===== src/rtl/ice40_wdt_pkg.sv =====
// Shared types and constants for the ice40 watchdog timer.
`timescale 1ns/1ps
package ice40_wdt_pkg;

  localparam int PULSE_CNT_W = 8;

  typedef enum logic [1:0] {
    IDLE = 2'd0,
    RUN  = 2'd1,
    WARN = 2'd2,
    FIRE = 2'd3
  } wdt_state_t;

endpackage


===== src/rtl/wdt_pulse_stretch.sv =====
// Turns a one-cycle load strobe into a registered level exactly PULSE_LEN cycles wide.
`timescale 1ns/1ps
module wdt_pulse_stretch
  import ice40_wdt_pkg::*;
#(
  parameter int PULSE_LEN = 16
) (
  input  logic clk,
  input  logic reset,
  input  logic load,
  output logic pulse,
  output logic last
);

  localparam logic [PULSE_CNT_W-1:0] LOAD_VAL = PULSE_CNT_W'(PULSE_LEN - 1);
  localparam logic [PULSE_CNT_W-1:0] ONE      = PULSE_CNT_W'(1);

  logic [PULSE_CNT_W-1:0] pcnt;

  // The level drops on the edge after the counter has reached zero.
  always_ff @(posedge clk) begin
    if (reset) begin
      pulse <= 1'b0;
      pcnt  <= '0;
    end else if (load) begin
      pulse <= 1'b1;
      pcnt  <= LOAD_VAL;
    end else if (pulse) begin
      if (pcnt == '0) begin
        pulse <= 1'b0;
      end else begin
        pcnt <= pcnt - ONE;
      end
    end
  end

  assign last = pulse && (pcnt == '0);

endmodule


===== src/rtl/ice40_watchdog.sv =====
// Watchdog timer: down-counter plus FSM that issues a fixed-width reset request
// when software fails to kick in time, with a sticky fired flag.
`timescale 1ns/1ps
module ice40_watchdog
  import ice40_wdt_pkg::*;
#(
  parameter int CNT_W     = 16,
  parameter int PULSE_LEN = 16
) (
  input  logic             clk,
  input  logic             reset,
  input  logic             enable,
  input  logic             kick,
  input  logic [CNT_W-1:0] timeout,
  input  logic [CNT_W-1:0] warn_at,
  input  logic             clr_fired,
  output logic             wdt_reset,
  output logic             warn,
  output logic             fired,
  output logic [CNT_W-1:0] count,
  output wdt_state_t       state
);

  localparam logic [CNT_W-1:0] ONE = CNT_W'(1);

  wdt_state_t       state_q, state_d;
  logic [CNT_W-1:0] count_q, count_d;
  logic [CNT_W-1:0] warn_lim_q, warn_lim_d;
  logic [CNT_W-1:0] reload_val;
  logic             fired_q;
  logic             counting;
  logic             expire;
  logic             load;
  logic             pulse_level;
  logic             pulse_last;

  assign reload_val = (timeout == '0) ? ONE : timeout;
  assign counting   = (state_q == RUN) || (state_q == WARN);
  // Kick beats a zero count, and a low enable suppresses the request entirely.
  assign expire     = counting && enable && !kick && (count_q == '0);

  always_ff @(posedge clk) begin
    if (reset) begin
      state_q    <= IDLE;
      count_q    <= '0;
      warn_lim_q <= '0;
      fired_q    <= 1'b0;
    end else begin
      state_q    <= state_d;
      count_q    <= count_d;
      warn_lim_q <= warn_lim_d;
      if (expire) begin
        fired_q <= 1'b1;
      end else if (clr_fired) begin
        fired_q <= 1'b0;
      end
    end
  end

  always_comb begin
    state_d    = state_q;
    count_d    = count_q;
    warn_lim_d = warn_lim_q;
    load       = 1'b0;
    case (state_q)
      IDLE: begin
        if (enable) load = 1'b1;
      end
      RUN, WARN: begin
        if (!enable) begin
          state_d = IDLE;
          count_d = '0;
        end else if (kick) begin
          load = 1'b1;
        end else if (expire) begin
          state_d = FIRE;
        end else begin
          count_d = count_q - ONE;
          state_d = ((count_q - ONE) <= warn_lim_q) ? WARN : RUN;
        end
      end
      FIRE: begin
        if (pulse_last) begin
          if (enable) load = 1'b1;
          else        state_d = IDLE;
        end
      end
      default: state_d = IDLE;
    endcase
    // timeout and warn_at only matter at the instant of a (re)load.
    if (load) begin
      count_d    = reload_val;
      warn_lim_d = warn_at;
      state_d    = (reload_val <= warn_at) ? WARN : RUN;
    end
  end

  always_comb begin
    warn  = (state_q == WARN);
    fired = fired_q;
    count = count_q;
    state = state_q;
  end

  wdt_pulse_stretch #(
    .PULSE_LEN(PULSE_LEN)
  ) u_pulse (
    .clk  (clk),
    .reset(reset),
    .load (expire),
    .pulse(pulse_level),
    .last (pulse_last)
  );

  assign wdt_reset = pulse_level;

endmodule


===== config.mk =====
export PLATFORM = sky130hd
export DESIGN_NAME = ice40_watchdog
export DESIGN_NICKNAME = d
export VERILOG_FILES = /design/src/rtl/ice40_wdt_pkg.sv /design/src/rtl/wdt_pulse_stretch.sv /design/src/rtl/ice40_watchdog.sv
export SDC_FILE = /design/constraint.sdc
export NUM_CORES = 1
export LEC_CHECK = 0
export CAP_MARGIN = 20
export CELL_PAD_IN_SITES_DETAIL_PLACEMENT = 1
export CELL_PAD_IN_SITES_GLOBAL_PLACEMENT = 1
export CORE_AREA = 10 10 103 105
export CTS_CLUSTER_SIZE = 25
export DETAILED_ROUTE_END_ITERATION = 10
export DIE_AREA = 0 0 113 115
export MAX_ROUTING_LAYER = met4
export PLACE_DENSITY = 0.88
export SLEW_MARGIN = 20
export SYNTH_ARGS = -nofsm -noshare
export SYNTH_HDL_FRONTEND = slang
export SYNTH_SLANG_ARGS = --single-unit
export TNS_END_PERCENT = 5

===== constraint.sdc =====
create_clock -name clk -period 4.73 [get_ports clk]
set_clock_uncertainty 0.2 [all_clocks]
set_input_delay 0.7095 -clock clk [delete_from_list [all_inputs] [get_ports clk]]
set_output_delay 0.7095 -clock clk [all_outputs]
set_load 0.02 [all_outputs]

==> impl_metrics.yaml, run 1 <==
outcome:
  outcome: "complete, no violations"
global_routing:
  antenna_found_initial: 0
  grt_first_pass_wirelength_um: 16300
  grt_max_degree: 38
  grt_overflow: 0
  grt_pass1_vias: 3277
  grt_usage_pct: 15.5
detailed_routing:
  finalWirelength_um: 10000
  firstDrtPassIters: 4
  ant_nets: 0
  drcViolationCount: 0
  via_count: 3059
  avgViaCountPerCell: 5.50
  wire_per_inst_um: 18.1
  drtIter0Drc: 97
critical_path:
  crit_required_ns: 4.72
  path_max_fanout: 6
  cp_slowest_cell: "or4_1"
  cp-end-kind: "flop"
  cp_cell_sequence: "or4_1 > or3_1 > nor4_4 > xor2_2 > ha_1 > nand4_1 > nor3_1 > a21boi_0 > or4_1 > a31oi_1 > or2_2"
  cp_data_arrival_time_ns: 3.71
  crit_type: "flop to flop"
  start_kind: "flop"
  slowest_delay_ns: 0.65
  crit_top_cell: "or4_1"
synthesis:
  netlist_instances: 414
  synth_cell_type_count: 54
  synth_nets: 488
  synth_top_area_share_pct: 28.0
  yosysWarnings: 0
  yosys.area_share.simple_pct: 22.3
  ys_seq_area_share_pct: 28.0
  synth_compound_gate_area_share_pct: 20.5
  synthTopCellsByArea: "dfxtp_1 (28%), ha_1 (15%), nand2_1 (7.6%)"
  synth_top_area_cell: "dfxtp_1"
  synth_edf_count: 0
  synth_area_sq_um: 3150
  ys.flop_type: "dfxtp_1"
  synth_mux_area_share_pct: 0
  synth_top_family_by_area: "simple AND/OR/NAND/NOR gates"
  ys_ff_latch: 44
  synth_xor_area_share_pct: 4.97
  synth_fa_ha_area_share_pct: 14.7
  syn_area_per_cell_sq_um: 7.61
  synthArstFlopShare_pct: 0
floorplan:
  rows: 34
  pin_count: 58
  core-area_sq_um: 8550
  die_w_um: 113
  start_util_pct: 36.8
  die_area_sq_um: 13000
  die-height_um: 115
run:
  maxCapViolCount: 0
clocking:
  clock_path_buffers: 2
  clk-insertion-delay-late_ns: 0.30
  root_buffer: "clkbuf_8"
  post-cts-setup-buffers: 0
  htree_levels: 2
  cts_tree: "yes"
  cts-hold-fix-buffers: 0
  cts_resized: 0
  cts_sinks: 44
  cts.clk_slew.worst_paths_ns: 0.09
  cts_made_buffers: 5
finish:
  final_common_cell: "nand2_1"
  fin_area_sq_um: 3810
  area_growth_pct: 20.9
  drive_gt1_share_pct: 5.58
  final_core_util_pct: 44.5
  fin_nets: 522
  diodes: 0
  final_cell_mix: "nand2_1 (64), clkdlybuf4s50_1 (57), dfxtp_1 (44)"
timing:
  tightest_slew_ns: 0.714
  finalSetupViolCount: 0
  fin_tns_setup_ns: 0
  post-route-period-util_pct: 78.7
  rsz0062_at_grt: "no"
  relSlewSlack_pct: 52.3
  hold_viol: 0
  fin_crit_ns: 3.72
  max_freq_mhz: 269
  maxSlewViolCount: 0
min_path:
  hold_path_class: "flop to flop"
place:
  place_area_sq_um: 3730
  dp_hpwl_um: 8150
  portBuffers: 57
  gp_congestion: 0.915
power_and_ir_drop:
  power.leakage_nw: 1.55
  peakVddDrop_mv: 0.117
  p_per_area_nw_per_um2: 329
## cells in the mapped netlist (4+ instances only)
master	n
nand3_1	5
a211oi_1	10
a21o_1	4
a31oi_1	4
nand4_1	6
inv_1	40
ha_1	37
nor4_1	9
clkbuf_1	26
a21oi_1	40
xnor2_1	5
nor3_1	10
buf_2	4
nor2_1	25
nand2_1	64
o21ai_1	12
o21ai_0	7
a211oi_2	4
xor2_1	11
dfxtp_1	44
## critical path: cells and delay by family (launching register included)
| family | cells | cell delay, ns |
|---|---|---|
| xor+xnor | 1 | 0.12 |
| compound gates | 2 | 0.28 |
| simple gates | 7 | 2.29 |
| fa+ha+maj | 1 | 0.33 |
| flops | 1 | 0.38 |
## sequential cells by signal, summed over array words and instances, names as in the netlist
name	cells
u_pulse.pcnt	8
warn_lim_q	16
count	16
u_pulse.pulse	1
state	2
fired	1
## metal layers
layer / global-route usage [%] / up-vias / part of all wire [%]
met2: 26.0 / 79 / 48
li1: - / 1491 / -
met3: 1.82 / 14 / 4.0
met5: - / - / 0
met4: 5.50 / 0 / 2.2
met1: 18.7 / 1475 / 46
## final timing paths
| path | from | endpoint | slack, ns | cells after the start |
|---|---|---|---|---|
| max | count[0]$_SDFFE_PP0P_ | state[1]$_SDFFE_PP0P_ | 1.01 | 11 |
| min reg2reg | warn_lim_q[15]$_SDFFE_PP0P_ | warn_lim_q[15]$_SDFFE_PP0P_ | 0.26 | 2 |
| min | warn_lim_q[15]$_SDFFE_PP0P_ | warn_lim_q[15]$_SDFFE_PP0P_ | 0.26 | 2 |
| max reg2reg | count[0]$_SDFFE_PP0P_ | state[1]$_SDFFE_PP0P_ | 1.01 | 11 |
## power breakdown
group	internal, mW	total (mW)	switching [mW]
Combinational	0.232	0.561	0.329
Sequential	0.405	0.455	0.0496
Clock	0.100	0.237	0.137
Total	0.738	1.25	0.516
## cell type report
cell class                      instances  area (sq um)
Clock inverter                          2          12.5
Fill cell                            1045          4740
Multi-Input combinational cell        297          1970
Clock buffer                            5          68.8
Inverter                               40           150
Sequential cell                        44           881
Timing Repair Buffer                   60           593
Tap cell                              108           135
## per-stage QoR
| step | hold WS (ns) | setup slack (ns) | std cells | total power [mW] |
|---|---|---|---|---|
| final | 0.264 | 1.01 | 556 | 1.25 |
| after global routing | 0.292 | 0.800 | 556 | 1.34 |
| after CTS | 0.264 | 1.01 | 556 | 1.26 |
| after detailed placement | 0.252 | 1.03 | 549 | 1.02 |
| after global placement | 0.248 | 1.25 | 549 | 0.989 |
| after floorplan | 0.236 | 1.34 | 414 | 0.818 |
## logic make-up (layout without fill, tap and decap cells)
logic type | Yosys count | count (layout)
compound gates | 101 | 101
xor+xnor | 17 | 17
simple gates | 142 | 142
buf+inv | 73 | 107
fa+ha+maj | 37 | 37
flops | 44 | 44
(Power assumes the default switching activity.)
==> run 2, diff against run 1 <==
==> constraint.sdc (replaced) <==
create_clock -name clk -period 3.7 [get_ports clk]
set_clock_uncertainty 0.2 [all_clocks]
set_input_delay 0.555 -clock clk [delete_from_list [all_inputs] [get_ports clk]]
set_output_delay 0.555 -clock clk [all_outputs]
set_load 0.02 [all_outputs]
==> impl_metrics.yaml, run 2 (synthesized netlist as in run 1, its figures left out) <==
critical_path:
  cp-end-kind: "flop"
  crit_type: "flop to flop"
  cp_cell_sequence: "inv_1 > ha_1 > or4b_4 > nor4_4 > xor2_1 > ha_1 > nand4_1 > nor3_2 > a21boi_0 > or4_1 > a31oi_1 > or2_2"
  start_kind: "flop"
  crit_required_ns: 3.70
  slowest_delay_ns: 0.55
  cp_slowest_cell: "or4b_4"
  cp_data_arrival_time_ns: 3.51
  path_max_fanout: 7
  crit_top_cell: "ha_1"
timing:
  relSlewSlack_pct: 55.2
  post-route-period-util_pct: 94.9
  finalSetupViolCount: 0
  hold_viol: 0
  fin_crit_ns: 3.51
  maxSlewViolCount: 0
  fin_tns_setup_ns: 0
  max_freq_mhz: 285
  tightest_slew_ns: 0.672
finish:
  diodes: 0
  final_common_cell: "nand2_1"
  fin_nets: 529
  fillCellCount: 1042
  final_core_util_pct: 45.6
  final_cell_mix: "nand2_1 (64), clkdlybuf4s50_1 (57), dfxtp_1 (44)"
  area_growth_pct: 23.7
  multiInputGateArea_sq_um: 1980
  drive_gt1_share_pct: 7.71
  regArea_sq_um: 881
global_routing:
  grt_overflow: 0
  grt_first_pass_wirelength_um: 16800
  use_met2_pct: 28.0
  use_met3_pct: 2.14
  grt_most_used_layer: "met2"
  grt_max_degree: 24
  antenna_found_initial: 0
  grt_use_met1_pct: 18.8
  grt_usage_pct: 16.2
  grt_pass1_vias: 3291
detailed_routing:
  avgViaCountPerCell: 5.44
  firstDrtPassIters: 4
  finalWirelength_um: 10300
  drtIter0Drc: 129
  wire_per_inst_um: 18.3
  drcViolationCount: 0
  via_count: 3059
  ant_nets: 0
place:
  portBuffers: 57
  dp_hpwl_um: 8470
  gp_congestion: 0.928
clocking:
  cts_tree: "yes"
  htree_levels: 2
  clk-insertion-delay-late_ns: 0.31
  root_buffer: "clkbuf_8"
  cts_made_buffers: 5
  cts.clk_slew.worst_paths_ns: 0.09
  clock_path_buffers: 2
  cts_sinks: 44
floorplan:
  start_util_pct: 36.8
  rows: 34
  die_w_um: 113
  pin_count: 58
  core-area_sq_um: 8550
  die_area_sq_um: 13000
  die-height_um: 115
outcome:
  outcome: "complete, no violations"
power_and_ir_drop:
  power.leakage_nw: 1.60
  p_per_area_nw_per_um2: 436
  peakVddDrop_mv: 0.144
  p_total_mw: 1.70
run:
  maxCapViolCount: 0
min_path:
  hold_path_class: "flop to flop"
-- run 2: cell types whose count changed in the layout (fill, tap and decap cells not counted), sizes merged --
cell,delta
bufinv,+1
clkinvlp,-1
buf,+7
clkinv,-1
-- run 2: metal layers --
layer  share of wire (%)  vias up
met1                  45     1461
met3                 4.1       17
met5                   0        -
met2                  49       74
li1                    -     1507
met4                 2.1        0
-- run 2: area by class of cell --
cell class                      instances  area share, %
Multi-Input combinational cell        297           50.9
Sequential cell                        44           22.6
Timing Repair Buffer                   67           16.6
Inverter                               40           3.85
Tap cell                              108           3.47
Clock buffer                            5           1.77
Clock inverter                          1          0.771
-- run 2: timing repair --
item / CTS / global route
hold endpoints to repair: 0 / 0
buffers inserted: 0 / 0
gates resized for setup: 0 / 4
endpoints found under the setup margin: 0 / 2
hold buffers: 0 / 0
-- run 2: path summary, 6_finish.rpt --
| path | start | to | slack, ns | cells after the start |
|---|---|---|---|---|
| worst min-delay path | warn_lim_q[6]$_SDFFE_PP0P_ | warn_lim_q[6]$_SDFFE_PP0P_ | 0.26 | 2 |
| worst max register to register | count[0]$_SDFFE_PP0P_ | state[1]$_SDFFE_PP0P_ | 0.19 | 12 |
| worst min register to register | warn_lim_q[6]$_SDFFE_PP0P_ | warn_lim_q[6]$_SDFFE_PP0P_ | 0.26 | 2 |
| worst max-delay path | count[0]$_SDFFE_PP0P_ | state[1]$_SDFFE_PP0P_ | 0.19 | 12 |
-- run 2: power by group --
| part | total [mW] | switching [mW] | internal (mW) |
|---|---|---|---|
| logic | 0.762 | 0.443 | 0.320 |
| clock network | 0.366 | 0.172 | 0.194 |
| registers | 0.568 | 0.0499 | 0.518 |
-- run 2: per-stage QoR --
step / instances / instance area (sq um) / hold slack (ns) / worst slack, ns
floorplan: 414 / 3150 / 0.236 / 0.311
global placement: 556 / 3780 / 0.247 / 0.253
detailed placement: 556 / 3780 / 0.254 / 0.0963
CTS: 562 / 3880 / 0.266 / 0.0859
global route: 562 / 3890 / 0.291 / -0.0133
finish: 562 / 3890 / 0.263 / 0.190
-- run 2: critical path, delay by kind of cell, from the launching register on --
| kind | cells | cell delay (ns) |
|---|---|---|
| AOI/OAI and AO/OA | 2 | 0.28 |
| xor gates and xnor gates | 1 | 0.14 |
| adders and majority gates | 2 | 0.53 |
| buffers and inverters | 1 | 0.10 |
| DFF | 1 | 0.37 |
| and+or+nand+nor | 6 | 1.78 |
